**config.mk**
```make
export PLATFORM = sky130hd
export DESIGN_NAME = hi_lo_unit
export DESIGN_NICKNAME = d
export VERILOG_FILES = /design/src/rtl/hi_lo_unit.sv
export SDC_FILE = /design/constraint.sdc
export NUM_CORES = 1
export LEC_CHECK = 0
export ABC_AREA = 1
export CELL_PAD_IN_SITES_DETAIL_PLACEMENT = 1
export CELL_PAD_IN_SITES_GLOBAL_PLACEMENT = 2
export CORE_UTILIZATION = 27
export DETAILED_ROUTE_END_ITERATION = 8
export PLACE_DENSITY = 0.95
export SKIP_CTS_REPAIR_TIMING = 1
export SYNTH_ARGS = -nofsm -noshare
export SYNTH_HDL_FRONTEND = slang
export SYNTH_SLANG_ARGS = --single-unit
```
**constraint.sdc**
```tcl
create_clock -name clk -period 11 [get_ports clk]
set_input_delay 2.2 -clock clk [delete_from_list [all_inputs] [get_ports clk]]
set_output_delay 2.2 -clock clk [all_outputs]
set_load 0.02 [all_outputs]
```
**src/rtl/hi_lo_unit.sv**
```systemverilog
// hi_lo_unit: HI/LO register stage behind the ALU.
// Captures mult/div results on accept, holds them for a fixed latency,
// then commits them to HI/LO. Serves MTHI/MTLO writes and MFHI/MFLO reads,
// and stalls HI/LO requests that collide with an in-flight operation.

package hi_lo_pkg;
  typedef logic [5:0] funct_t;

  localparam funct_t FN_MFHI  = 6'h10;
  localparam funct_t FN_MTHI  = 6'h11;
  localparam funct_t FN_MFLO  = 6'h12;
  localparam funct_t FN_MTLO  = 6'h13;
  localparam funct_t FN_MULT  = 6'h18;
  localparam funct_t FN_MULTU = 6'h19;
  localparam funct_t FN_DIV   = 6'h1A;
  localparam funct_t FN_DIVU  = 6'h1B;
  localparam funct_t FN_ADDU  = 6'h21;
endpackage

module hi_lo_unit
  import hi_lo_pkg::*;
#(
  parameter int MULT_LATENCY = 4,
  parameter int DIV_LATENCY  = 8
) (
  input  logic        clk,
  input  logic        reset,
  input  logic        start,
  input  funct_t      fncode,
  input  logic [31:0] alu_r,
  input  logic [31:0] alu_o,
  input  logic [31:0] rs_data,
  output logic [31:0] hi,
  output logic [31:0] lo,
  output logic [31:0] rd_data,
  output logic        busy,
  output logic        stall
);

  localparam logic [3:0] MULT_LAT_C = 4'(MULT_LATENCY);
  localparam logic [3:0] DIV_LAT_C  = 4'(DIV_LATENCY);

  typedef enum logic [0:0] {
    ST_IDLE = 1'b0,
    ST_BUSY = 1'b1
  } state_t;

  state_t      state_r;
  logic [3:0]  count_r;
  logic [31:0] pend_hi_r;
  logic [31:0] pend_lo_r;
  logic [31:0] hi_r;
  logic [31:0] lo_r;
  logic        busy_r;

  logic        is_hilo_s;
  logic        is_muldiv_s;
  logic [3:0]  lat_s;
  logic [31:0] rd_data_s;

  // Decode the function code: HI/LO membership, mult/div class and its latency.
  always_comb begin
    is_hilo_s   = 1'b0;
    is_muldiv_s = 1'b0;
    lat_s       = 4'd0;
    case (fncode)
      FN_MULT, FN_MULTU: begin
        is_hilo_s   = 1'b1;
        is_muldiv_s = 1'b1;
        lat_s       = MULT_LAT_C;
      end
      FN_DIV, FN_DIVU: begin
        is_hilo_s   = 1'b1;
        is_muldiv_s = 1'b1;
        lat_s       = DIV_LAT_C;
      end
      FN_MTHI, FN_MTLO, FN_MFHI, FN_MFLO: begin
        is_hilo_s   = 1'b1;
      end
      default: begin
        is_hilo_s   = 1'b0;
        is_muldiv_s = 1'b0;
        lat_s       = 4'd0;
      end
    endcase
  end

  // Control FSM: accept mult/div or MTHI/MTLO in IDLE, count down and commit in BUSY.
  always_ff @(posedge clk or posedge reset) begin
    if (reset) begin
      state_r   <= ST_IDLE;
      count_r   <= 4'd0;
      pend_hi_r <= 32'd0;
      pend_lo_r <= 32'd0;
      hi_r      <= 32'd0;
      lo_r      <= 32'd0;
      busy_r    <= 1'b0;
    end else begin
      case (state_r)
        ST_IDLE: begin
          if (start && is_muldiv_s) begin
            // Operands are only valid on the accept cycle, so capture now.
            pend_lo_r <= alu_r;
            pend_hi_r <= alu_o;
            count_r   <= lat_s;
            busy_r    <= 1'b1;
            state_r   <= ST_BUSY;
          end else if (start && (fncode == FN_MTHI)) begin
            hi_r <= rs_data;
          end else if (start && (fncode == FN_MTLO)) begin
            lo_r <= rs_data;
          end else begin
            count_r <= 4'd0;
          end
        end
        ST_BUSY: begin
          if (count_r == 4'd1) begin
            hi_r    <= pend_hi_r;
            lo_r    <= pend_lo_r;
            count_r <= 4'd0;
            busy_r  <= 1'b0;
            state_r <= ST_IDLE;
          end else begin
            count_r <= count_r - 4'd1;
          end
        end
        default: begin
          state_r <= ST_IDLE;
          count_r <= 4'd0;
          busy_r  <= 1'b0;
        end
      endcase
    end
  end

  // MFHI/MFLO read mux; zero unless an unstalled read is being issued.
  always_comb begin
    rd_data_s = 32'd0;
    if (start && !busy_r) begin
      case (fncode)
        FN_MFHI: rd_data_s = hi_r;
        FN_MFLO: rd_data_s = lo_r;
        default: rd_data_s = 32'd0;
      endcase
    end else begin
      rd_data_s = 32'd0;
    end
  end

  assign hi      = hi_r;
  assign lo      = lo_r;
  assign busy    = busy_r;
  assign rd_data = rd_data_s;
  assign stall   = start & busy_r & is_hilo_s;

endmodule

```
**Word level (Yosys, flattened, before mapping)**

Index checks and enable logic that the tools add are counted.

- Bitwise operators: 3
- Equal/unequal tests: 17
- Reduce and logical (&&, ||, !) cells: 14
- Multiplexer cells: 25
- Add/subtract/negate cells: 1

Operators by type and width:

| operator | number |
|---|---|
| two-way mux 32 bit | 8 |
| case mux 32 bit (2 select lines) | 3 |
| equality test 6 x 5 -> 1 bit, second input constant | 8 |
| two-way mux 4 bit | 4 |
| case mux 4 bit (2 select lines) | 2 |
| inequality test 2 bit, second input constant | 5 |
| OR reduction 8 bit | 1 |
| two-way mux 1 bit | 6 |
| inequality test 3 bit, second input constant | 2 |
| AND reduction 2 bit | 3 |
| equality test 4 x 1 -> 1 bit, second input constant | 1 |
| logical AND 1 bit | 4 |
| case mux 1 bit (2 select lines) | 2 |
| AND reduction 4 bit | 1 |
| OR reduction 2 bit | 2 |
| OR reduction 4 bit | 1 |
| subtractor 4 x 1 -> 4 bit, second input constant | 1 |
| AND reduction 3 bit | 1 |
| bitwise AND 1 bit | 2 |
| inequality test 2 x 1 -> 1 bit, second input constant | 1 |
| logical NOT 1 bit | 1 |
| inverter 1 bit | 1 |

- Logic and storage cells: 67
- Register bits after elaboration: 134
- Bits of input ports: 105

**Logic depth before layout (Yosys ltp)**

- Word-level depth: 6
- Gate-level depth with buffers: 10

**Least setup slack after synthesis**

Ideal clock, no wire load.

- Path kind: input -> output
- From: input fncode[4]
- To: output rd_data[10]
- Setup slack: 5,588 ps
- Path buffers: 1
- Data required time: 8,800 ps
- Arrival: 3,212 ps
- Cell stages on the path: 5
- Cells stage by stage: inv_1 -> nor2_2 -> clkbuf_1 -> nand4_1 -> a21oi_1

- Cells in the longest elaborated chain, start to end: 3

RTL lines:

| item | RTL line | RTL |
|---|---|---|
| start, declared | 29 | `input funct_t fncode,` |
| equality test 6 x 5 -> 1 bit | 140 | `case (fncode)` |
| case mux 32 bit (2 select lines) * | 140 |  |
| two-way mux 32 bit * | 139 | `if (start && !busy_r) begin` |
| end, declared | 35 | `output logic [31:0] rd_data,` |

Mark *: on every way between the ends. The rest lies on a longest branch, timed or not.

**Worst setup path after layout**

- From: input fncode[2]
- To: output rd_data[4]

Same word-level chain as after synthesis.

==> run metrics <==
outcome complete, no violations; critical path required time 8.80 ns; placed wire-length estimate after detailed placement 17,600 µm; area of the multi-input gates 0.00286 mm²; fillcell total 2,903; Final Routed Wirelength 25,400 µm; critical path fanouts, max 34; class of the tightest hold or removal check flip-flop to flip-flop; Worst Skew 0.00845 ns; cell types with the largest area share after synthesis sky130_fd_sc_hd__dfrtp_1 51%, sky130_fd_sc_hd__nand2_1 29%, sky130_fd_sc_hd__nand3_1 5.4%; share of the cycle needed by the critical path after routing 0.654; routability congestion estimate 0.789; initial antenna violation count 1; Gate power share 0.394; total negative slack 0 ns; post-synth top area cell sky130_fd_sc_hd__dfrtp_1; average vias per placed instance 4.69; number of pins with negative max-slew slack in the final report 0; arithmetic-cell share of the synthesized area counting full adders, half adders and majority gates 0.00383; overall via count from detail_route 6,525; register area 0.00335 mm²; Buffers on Ports 202; share of the synthesized area in the top cell type 0.514; DR DRC count 0; total die area 0.0248 mm²; share of synthesized area spent on multiplexers 0; total non-filler cell area in the finished layout 0.00943 mm²; arrival time at the worst endpoint 4.99 ns; core area 0.0236 mm²; clock network latency to the later pin of the worst-skew pair 0.42 ns; number of global-route vias before repair 6,733; horizontal die dimension 157 µm; Slew @ Worst Pin 0.973 ns; Pint 1.42 mW; GRT Residual Overflow 0; Crit Path Category input pin to primary output; worst relative slew slack 0.351; synthesized area 0.00653 mm²; Longest Clk Path Bufs 2; top-level I/O count 203; Post-synth ARST share 1.00; VDD IR-drop max 0.0907 mV; Vert. Die Dim 157 µm; synthesized instance count 883; part of the Yosys area used for sequential elements 0.514; cell with the most instances after synthesis sky130_fd_sc_hd__nand2_1; TritonCTS clock tree yes; top post-synthesis cells by count 500 x sky130_fd_sc_hd__nand2_1, 134 x sky130_fd_sc_hd__dfrtp_1, 71 x sky130_fd_sc_hd__nand3_1; number of distinct standard cells referenced by the synthesized netlist 24; global-route usage over all layers 0.215; Root Buffer Master sky130_fd_sc_hd__clkbuf_16; clock-pin slew on the worst setup and hold paths 0.06 ns; fraction of power consumed by sequential logic 0.349; post-synthesis xor/xnor area fraction 0.00134; detail-routed net length per standard cell 18.3 µm; Power per Cell Area 250 mW/mm²; number of nets in the layout 1,166; post-synth net total 990; setup repair after global routing missed its margin no; effective utilization at floorplan 0.276; Worst setup SP type input pin; combinational family with the most area after synthesis simple AND/OR/NAND/NOR gates; standby leakage power 4.49 nW; clock network power share 0.257; number of flops mapped to enable cells by yosys 0; fraction of layout cells with a size suffix above 1 0.0532; dominant synthesized flop cell sky130_fd_sc_hd__dfrtp_1; cell area after placement 0.00881 mm²; average cell area after synthesis 7.39 µm²; minimum clock period 7.19 ns; number of buffers created by CTS 17; length of the first detailed-routing pass in iterations 4; DR iter-0 viols 299; Synth Warn # 0; hold path depth 2; number of register bits inferred by synthesis 134; row cnt 56; critical path capture point type primary output; switching pwr 0.942 mW; net switching fraction of the power 0.399; max-cap check violation count 0; Final setup viols 0; timing-limited maximum frequency 139 MHz; post-synthesis compound-gate area fraction 0.0412; number of clock sinks seen by CTS 134; R2R cell count 7; layout overhead on the synthesized area 44.5%; hold violation total from the final report 0; post-synthesis share of cell area spent on and, or, nand and nor gates 0.387; maximum number of pins on one net before global-route repair 75; post-route antenna net violation count 0; CTS H-Tree Depth 4; first-pass GRT wire length 39,500 µm
-- registers in the layout (all words and copies together), names as in the netlist --
name       flops
pend_hi_r     32
pend_lo_r     32
lo            32
hi            32
count_r        4
state_r        1
busy           1
-- per-layer routing --
layer  routed length (µm)  part of all wire  up-vias  global-route usage
met5                    0                 0        -                   0
met4                  530             0.021        0              0.0749
met3                 1170             0.046       27              0.0396
met2                11900              0.47      182               0.344
met1                11800              0.46     3166               0.291
li1                     -                 -     3150                   -
-- placed cells by master (no fill, tap or decap) --
cell,instances
sky130_fd_sc_hd__nand2_1,500
sky130_fd_sc_hd__clkdlybuf4s50_1,202
sky130_fd_sc_hd__dfrtp_1,133
sky130_fd_sc_hd__nand3_1,71
sky130_fd_sc_hd__nand4_1,32
sky130_fd_sc_hd__a21oi_1,32
sky130_fd_sc_hd__clkbuf_16,17
sky130_fd_sc_hd__inv_1,16
sky130_fd_sc_hd__o21ai_0,14
sky130_fd_sc_hd__buf_4,12
sky130_fd_sc_hd__inv_2,4
sky130_fd_sc_hd__nor2_1,4
sky130_fd_sc_hd__bufinv_16,4
sky130_fd_sc_hd__nor2_4,3
sky130_fd_sc_hd__clkinv_2,3
sky130_fd_sc_hd__o21ai_4,2
sky130_fd_sc_hd__nor3_1,2
sky130_fd_sc_hd__o211ai_1,2
sky130_fd_sc_hd__inv_6,2
sky130_fd_sc_hd__ha_1,2
sky130_fd_sc_hd__clkbuf_1,2
sky130_fd_sc_hd__clkinv_4,2
sky130_fd_sc_hd__clkinvlp_4,2
sky130_fd_sc_hd__diode_2,1
sky130_fd_sc_hd__nand3_4,1
sky130_fd_sc_hd__nand2_2,1
sky130_fd_sc_hd__nand2_4,1
sky130_fd_sc_hd__o22ai_1,1
sky130_fd_sc_hd__xor2_1,1
sky130_fd_sc_hd__nor2_2,1
sky130_fd_sc_hd__nor4_1,1
sky130_fd_sc_hd__clkbuf_8,1
sky130_fd_sc_hd__dfrtp_2,1
-- per-stage QoR --
stage / instances / util / hold slack (ns) / setup WS (ns) / total power [mW]
floorplan: 883 / - / 0.449 / 5.22 / 1.31
finish: 1392 / 0.399 / 0.478 / 3.81 / 2.36
CTS: 1391 / 0.399 / 0.482 / 3.81 / 2.39
global placement: 1359 / 0.373 / 0.463 / 3.89 / 1.74
detailed placement: 1359 / 0.373 / 0.466 / 3.83 / 1.77
global route: 1392 / 0.399 / 0.490 / 3.59 / 2.52
-- cells by family after synthesis --
group	count (synthesis)
compound gates	51
xor+xnor	1
fa+ha+maj	2
buf+inv	78
flops	134
simple gates	617
-- worst max-delay path, cell delays in order --
cell and delay [ns]:
sky130_fd_sc_hd__clkdlybuf4s50_1 0.50, sky130_fd_sc_hd__nor2_4 0.73, sky130_fd_sc_hd__nand2_1 0.14, sky130_fd_sc_hd__nor2_2 0.12, sky130_fd_sc_hd__buf_4 0.38, sky130_fd_sc_hd__nand2_1 0.10
sky130_fd_sc_hd__a21oi_1 0.17, sky130_fd_sc_hd__clkdlybuf4s50_1 0.63
-- path summary, 6_finish.rpt --
check	start	to	slack [ns]
max	fncode[2]	rd_data[4]	3.81
min	pend_hi_r[10]$_DFFE_PP0P_	pend_hi_r[10]$_DFFE_PP0P_	0.48
min in group asynchronous	reset	pend_hi_r[1]$_DFFE_PP0P_	2.22
max in group asynchronous	reset	state_r$_DFF_PP0_	7.30
max reg2reg	state_r$_DFF_PP0_	hi[21]$_DFFE_PP0P_	7.80
min reg2reg	pend_hi_r[10]$_DFFE_PP0P_	pend_hi_r[10]$_DFFE_PP0P_	0.48
-- power by group through the flow --
stage / Clock [mW] / Sequential, mW / Combinational, mW
4_1_cts: 0.621 / 0.825 / 0.941
3_3_place_gp: 0 / 0.825 / 0.913
2_1_floorplan: 0 / 0.920 / 0.394
5_1_grt: 0.643 / 0.849 / 1.02
3_5_place_dp: 0 / 0.829 / 0.936
6_report: 0.607 / 0.824 / 0.931
-- final cells by class --
| type | count | area share |
|---|---|---|
| diodes | 1 | 0.000265 |
| clock buffers | 20 | 0.0474 |
| clock inverters | 12 | 0.0187 |
| inverters | 21 | 0.00889 |
| multi-input cells | 671 | 0.303 |
| flip-flops and latches | 134 | 0.356 |
| well taps | 319 | 0.0423 |
| repair buffers | 214 | 0.224 |
No activity file was read; power rests on OpenSTA's default activity.
